**src/rtl/regfile_write_arbiter.sv**
```systemverilog
// regfile_write_arbiter: owns the single write port of the 32x32 register file.
// After reset it clears registers 1..31 to INIT_VALUE, then arbitrates the CPU
// writeback (high priority) and the DDU debug unit onto the port. All write
// controls are registered: one write per cycle, fixed one-cycle latency.
// Optional feature macro: DBG_STARVE_GUARD_EN (forces a debug grant after
// STARVE_LIMIT consecutive lost cycles).
module regfile_write_arbiter #(
   parameter logic [31:0] INIT_VALUE   = 32'h0000_0000,
   parameter int unsigned STARVE_LIMIT = 4
) (
   input  logic        i_clk,
   input  logic        i_rst_n,
   input  logic        i_cpu_wr_valid,
   output logic        o_cpu_wr_ready,
   input  logic [4:0]  i_cpu_wr_addr,
   input  logic [31:0] i_cpu_wr_data,
   input  logic        i_dbg_wr_valid,
   output logic        o_dbg_wr_ready,
   input  logic [4:0]  i_dbg_wr_addr,
   input  logic [31:0] i_dbg_wr_data,
   output logic        o_rf_we,
   output logic [4:0]  o_rf_waddr,
   output logic [31:0] o_rf_wdata,
   output logic        o_init_done
);

   localparam logic [0:0] ST_INIT = 1'b0;
   localparam logic [0:0] ST_RUN  = 1'b1;

   // The limit must fit the 4-bit starve counter and be reachable.
   if (STARVE_LIMIT < 1 || STARVE_LIMIT > 15) begin : g_bad_limit
      $error("STARVE_LIMIT out of range 1..15");
   end

   logic [0:0]  r_state;
   logic [5:0]  r_cnt;      // sweep address; bit 5 set means sweep finished
   logic        w_run;
   logic        w_force;
   logic        w_cpu_rdy;
   logic        w_dbg_rdy;
   logic        w_cpu_xfer;
   logic        w_dbg_xfer;
   logic [4:0]  w_addr;
   logic [31:0] w_data;

   assign w_run = (r_state == ST_RUN);

`ifdef DBG_STARVE_GUARD_EN
   localparam logic [3:0] LP_LIMIT = 4'(STARVE_LIMIT);
   logic [3:0] r_starve;

   assign w_force = w_run && (r_starve == LP_LIMIT);

   // Count consecutive cycles the debug requester waits while the CPU wins.
   always_ff @(posedge i_clk) begin
      if (!i_rst_n)
         r_starve <= 4'd0;
      else if (w_run) begin
         if (w_dbg_xfer || !i_dbg_wr_valid)
            r_starve <= 4'd0;
         else if (w_cpu_xfer)
            r_starve <= r_starve + 4'd1;
      end
   end
`else
   assign w_force = 1'b0;
`endif

   // Readies are purely combinational; CPU wins unless debug is being forced.
   assign w_cpu_rdy  = w_run && !w_force;
   assign w_dbg_rdy  = w_run && (!i_cpu_wr_valid || w_force);
   assign w_cpu_xfer = i_cpu_wr_valid && w_cpu_rdy;
   assign w_dbg_xfer = i_dbg_wr_valid && w_dbg_rdy;
   assign w_addr     = w_cpu_xfer ? i_cpu_wr_addr : i_dbg_wr_addr;
   assign w_data     = w_cpu_xfer ? i_cpu_wr_data : i_dbg_wr_data;

   assign o_cpu_wr_ready = w_cpu_rdy;
   assign o_dbg_wr_ready = w_dbg_rdy;

   // Clear sweep, then register the winning request onto the write port.
   always_ff @(posedge i_clk) begin
      if (!i_rst_n) begin
         r_state     <= ST_INIT;
         r_cnt       <= 6'd1;
         o_rf_we     <= 1'b0;
         o_rf_waddr  <= 5'd0;
         o_rf_wdata  <= 32'd0;
         o_init_done <= 1'b0;
      end else begin
         case (r_state)
            ST_INIT: begin
               if (r_cnt[5]) begin
                  r_state     <= ST_RUN;
                  o_rf_we     <= 1'b0;
                  o_init_done <= 1'b1;
               end else begin
                  o_rf_we    <= 1'b1;
                  o_rf_waddr <= r_cnt[4:0];
                  o_rf_wdata <= INIT_VALUE;
                  r_cnt      <= r_cnt + 6'd1;
               end
            end
            default: begin
               if (w_cpu_xfer || w_dbg_xfer) begin
                  // Register 0 is hardwired: handshake completes, no write.
                  o_rf_we    <= |w_addr;
                  o_rf_waddr <= w_addr;
                  o_rf_wdata <= w_data;
               end else begin
                  o_rf_we <= 1'b0;
               end
            end
         endcase
      end
   end

endmodule

```
**config.mk**
```make
export PLATFORM = sky130hd
export DESIGN_NAME = regfile_write_arbiter
export DESIGN_NICKNAME = d
export VERILOG_FILES = /design/src/rtl/regfile_write_arbiter.sv
export SDC_FILE = /design/constraint.sdc
export NUM_CORES = 1
export LEC_CHECK = 0
export ABC_AREA = 1
export CAP_MARGIN = 10
export CORE_MARGIN = 2
export CORE_UTILIZATION = 35
export CTS_CLUSTER_SIZE = 16
export DETAILED_ROUTE_END_ITERATION = 12
export PLACE_DENSITY = 0.83
export SETUP_SLACK_MARGIN = 0.1
export SYNTH_ARGS = -nofsm -noshare
export SYNTH_HDL_FRONTEND = slang
export SYNTH_SLANG_ARGS = --single-unit
```
**constraint.sdc**
```tcl
create_clock -name i_clk -period 2.88 [get_ports i_clk]
set_clock_uncertainty 0.2 [all_clocks]
set_input_delay 0.72 -clock i_clk [delete_from_list [all_inputs] [get_ports i_clk]]
set_output_delay 0.72 -clock i_clk [all_outputs]
set_load 0.05 [all_outputs]
```
# After elaboration in Yosys (flattened, before gate mapping)
# Index checks and enable logic that the tools add are counted.
# classes
add_sub_neg	1
n_eq_ne	2
muxes	14
n_bitwise	2
n_reduce_logical	9
# ops
operator	n
$mux 32	4
$mux 5	4
$add 6x1->6 const B	1
$mux 6	1
$reduce_and 2->1	3
$mux 1	5
$reduce_or 5->1	1
$logic_and 1x1->1	3
$ne 2x1->1 const B	1
$ne 2x2->1 const B	1
$not 1->1	2
$logic_not 1->1	1
$logic_or 1x1->1	1
# word_totals
regBits	46
output_inout_bits	41

# Longest topological paths before layout
# logic_depth
depth_word	6
depth_mapped	8

# Worst setup path after synthesis
# No wires, ideal clock.
# synth_path
kind	register to output
startpoint	register r_state, in the netlist o_cpu_wr_ready
endpoint	output port o_dbg_wr_ready
arrival_ns	1.242
required_ns	1.960
slack_ns	0.718
path_stages_with_launch	5
path_buffers	2
cell_sequence	dfxtp_1 -> buf_6 -> nand2_1 -> inv_2 -> buf_6
# synth_via
elab_chain_len	1
# synth_lines
element	line_no	source
start: declaration	35	logic [0:0] r_state;
start signal: assignment	83	r_state <= ST_INIT;
start signal: assignment	93	r_state <= ST_RUN;
$logic_and 1x1->1	71	assign w_dbg_rdy = w_run && (!i_cpu_wr_valid || w_force);
end: declaration	18	output logic o_dbg_wr_ready,
# Every way passes these cells.

# Worst setup path after layout
# layout_path
startpoint	input port i_cpu_wr_valid
endpoint	output port o_dbg_wr_ready
# layout_via
elab_chain_len	2
# layout_lines
element	line_no	source
start: declaration	13	input logic i_cpu_wr_valid,
$logic_not 1->1	71	
$logic_and 1x1->1	71	
# Every way passes these cells.

==> results.md <==
| Quantity | This run | Unit |
|:---|:---|:---|
| Library cells used by synthesis | 20 | - |
| Std-Cell Rows | 29 | - |
| Num ports | 119 | - |
| Worst-Margin Slew | 534 | ps |
| Via count of the first global-routing pass | 2385 | - |
| Register area share after synthesis | 40.5 | % |
| Syn_area_per_cell | 6.56 | µm² |
| Overall via count from detail_route | 2517 | - |
| Class of the most critical setup path | input pin to primary output | - |
| Number of detailed-route iterations in the first pass | 4 | - |
| Final worst-path cycle share | 87.3 | % |
| Largest fanout of any net on the critical path | 4 | - |
| Number of buffers added by the clock tree synthesis step | 5 | - |
| Placeable Area | 6310 | µm² |
| Post-CTS setup buffer count | 0 | - |
| Worst Path Arrival | 1590 | ps |
| Starting density of the core | 36.0 | % |
| Cell types occupying the most area after synthesis | sky130_fd_sc_hd__dfxtp_1 (40%), sky130_fd_sc_hd__nand2_1 (14%), sky130_fd_sc_hd__nor2_1 (13%) | - |
| Die area | 7160 | µm² |
| Most frequent standard cell in the layout excluding fill and tap cells | sky130_fd_sc_hd__clkdlybuf4s50_1 | - |
| Number of DRC markers in iteration 0 | 84 | - |
| Power density of the placed cells | 392 | nW/µm² |
| Count of final hold-check violations | 0 | - |
| Commonest cells after routing, fill and taps aside | sky130_fd_sc_hd__clkdlybuf4s50_1 (116), sky130_fd_sc_hd__nand2_1 (86), sky130_fd_sc_hd__nor2_1 (80), sky130_fd_sc_hd__dfxtp_1 (45), sky130_fd_sc_hd__nand3_1 (43) | - |
| Upper clock frequency limit | 398 | MHz |
| Slew margin rel. | 64.3 | % |
| Post-route antenna net violation count | 0 | - |
| Critical Path RT | 1960 | ps |
| DRC | 0 | - |
| Overall Global Routing Usage | 18.3 | % |
| Detail-routed net length per standard cell | 12.4 | µm |
| Post-DP HPWL | 4810 | µm |
| Min setup slack post-route | 365 | ps |
| Gp weighted congestion | 0.825 | - |
| Wire length of the first global-routing pass | 10900 | µm |
| Share of final-layout standard cells stronger than drive strength 1 | 5.25 | % |
| Unrepaired setup endpoints after global routing | no | - |
| CTS tree | yes | - |
| Endpoint kind of the worst setup timing path | primary output | - |
| Count of input and output buffers | 118 | - |
| Worst slack, placed | 327 | ps |
| # Max-Cap Violations | 0 | - |
| Area taken by multi-input logic gates | 1140 | µm² |
| Status | complete, no violations | - |
| Largest net degree at the start of global routing | 43 | - |
| Clock-pin slew on the worst setup and hold paths | 90 | ps |
| Critical path, cell by cell | clkdlybuf4s50_1, inv_1, nand2_1, inv_2, buf_12 | - |
| Remaining global-route overflow | 0 | - |
| Synthesized instance count | 347 | - |
| Post-Place Cells | 526 | - |
| Vias per cell | 4.71 | - |
| Clock Tree Root | sky130_fd_sc_hd__clkbuf_8 | - |
| Final antenna diode count | 0 | - |
| Netlist area before placement | 2280 | µm² |
| Top cell type's share of synthesized area | 40.5 | % |
| Sum of buffers and inverters on the critical path | 4 | - |
| Post-synth top area cell | sky130_fd_sc_hd__dfxtp_1 | - |
| Cell family with the largest share of critical-path delay | buffers and inverters | - |
| Layout overhead on the synthesized area | 58.9 | % |
| Number of max-slew violations in the final report | 0 | - |
| Maximum level of the CTS H-tree | 2 | - |
| Critical path's largest stage delay | 550 | ps |
| Post-layout net count | 535 | - |
| Number of nets produced by synthesis | 426 | - |
| Final setup TNS | 0 | ps |
| Maximum count of clock buffers along a single path | 2 | - |
| Number of gates resized after cts | 0 | - |
| Footprint of the flip-flops and latches | 922 | µm² |
| Crit path time final | 2510 | ps |
| Yosys Warn Count | 0 | - |
| Setup-failing EPs final | 0 | - |
| Class of the most critical hold timing path | flop to flop | - |
| Initial antenna violation count | 0 | - |
| Standard cell with the maximum stage delay on the critical path | sky130_fd_sc_hd__clkdlybuf4s50_1 | - |
| CTS sink count | 46 | - |
| Layout Cells excl Fill | 534 | - |
| CP Launch Type | input pin | - |
| Post-synthesis register bit count | 46 | - |
| Leakage power | 1.52 | nW |
| VDD IR max | 0.222 | mV |
| Total wirelength of the detailed-routed design | 6620 | µm |
| DIE HEIGHT | 84.6 | µm |
| Source-to-sink clock delay at the later pin of the worst-skew pair | 300 | ps |
| CTS Hold Buffers Added | 0 | - |
| Width of the chip | 84.6 | µm |
| Number of fill cells in the layout | 602 | - |
## cell families after synthesis
logic type / after synthesis / share of synthesized area [%]
fa+ha+maj: 1 / 0.550
simple gates: 213 / 38.1
flops: 46 / 40.5
compound gates: 52 / 11.6
buf+inv: 35 / 9.29
## metrics by stage
step / utilization, % / total power, W / hold WS [ps] / instance area, µm²
CTS: 57.3 / 0.00143 / 295 / 3620
global route: 57.3 / 0.00148 / 318 / 3620
global placement: 55.0 / 0.000848 / 257 / 3470
floorplan: - / 0.000727 / 243 / 2280
finish: 57.3 / 0.00142 / 288 / 3620
detailed placement: 55.0 / 0.000853 / 276 / 3470
## state kept, by name, indices dropped and copies added, names as in the netlist
| signal | cells |
|---|---|
| o_rf_wdata | 32 |
| o_rf_we | 1 |
| o_init_done | 1 |
| o_cpu_wr_ready | 1 |
| r_cnt | 6 |
| o_rf_waddr | 5 |
## power breakdown
part | switching [W] | internal (W) | total (W)
clock | 0.000209 | 0.000370 | 0.000579
sequential | 0.00000654 | 0.000645 | 0.000651
combinational | 0.0000707 | 0.000117 | 0.000188
## synth_stat cells
master,n
sky130_fd_sc_hd__nor2_1,80
sky130_fd_sc_hd__inv_1,9
sky130_fd_sc_hd__buf_1,1
sky130_fd_sc_hd__o21ai_2,1
sky130_fd_sc_hd__buf_4,5
sky130_fd_sc_hd__a21oi_1,10
sky130_fd_sc_hd__nand2_1,86
sky130_fd_sc_hd__nand3_1,43
sky130_fd_sc_hd__o21ai_1,20
sky130_fd_sc_hd__ha_1,1
sky130_fd_sc_hd__dfxtp_1,46
sky130_fd_sc_hd__nand2_2,1
sky130_fd_sc_hd__clkbuf_1,3
sky130_fd_sc_hd__nor2_4,1
sky130_fd_sc_hd__buf_2,7
sky130_fd_sc_hd__inv_2,3
sky130_fd_sc_hd__buf_6,7
sky130_fd_sc_hd__o21ai_0,21
sky130_fd_sc_hd__nand4_1,1
sky130_fd_sc_hd__nor3_1,1
## path summary, 6_finish.rpt
kind                                           startpoint               endpoint  slack [ps]  cells past startpoint
worst max-delay path                       i_cpu_wr_valid         o_dbg_wr_ready         370                      5
worst min register to register      r_cnt[3]$_SDFFE_PN0P_  r_cnt[3]$_SDFFE_PN0P_         290                      1
worst min-delay path                r_cnt[3]$_SDFFE_PN0P_  r_cnt[3]$_SDFFE_PN0P_         290                      1
worst max register to register  o_cpu_wr_ready$_SDFF_PN0_     o_rf_we$_SDFF_PN0_         830                      8
## final cells by class
class | count | share of cell area (%)
clock buffer | 6 | 2.28
clock inverter | 2 | 1.66
multi-input combinational | 266 | 31.6
sequential | 46 | 25.5
timing repair buffer | 125 | 35.0
tap | 77 | 2.66
inverter | 12 | 1.25
## metal layers
metal	track usage [%]	part of all wire, %	vias to the layer above	routed length [µm]
li1	-	-	1328	-
met2	31.3	48	75	3190
met5	0	0	-	0
met1	23.1	45	1108	2970
met3	4.33	6.1	6	406
met4	5.19	0.83	0	55
Power figures use the tool's default switching activity.
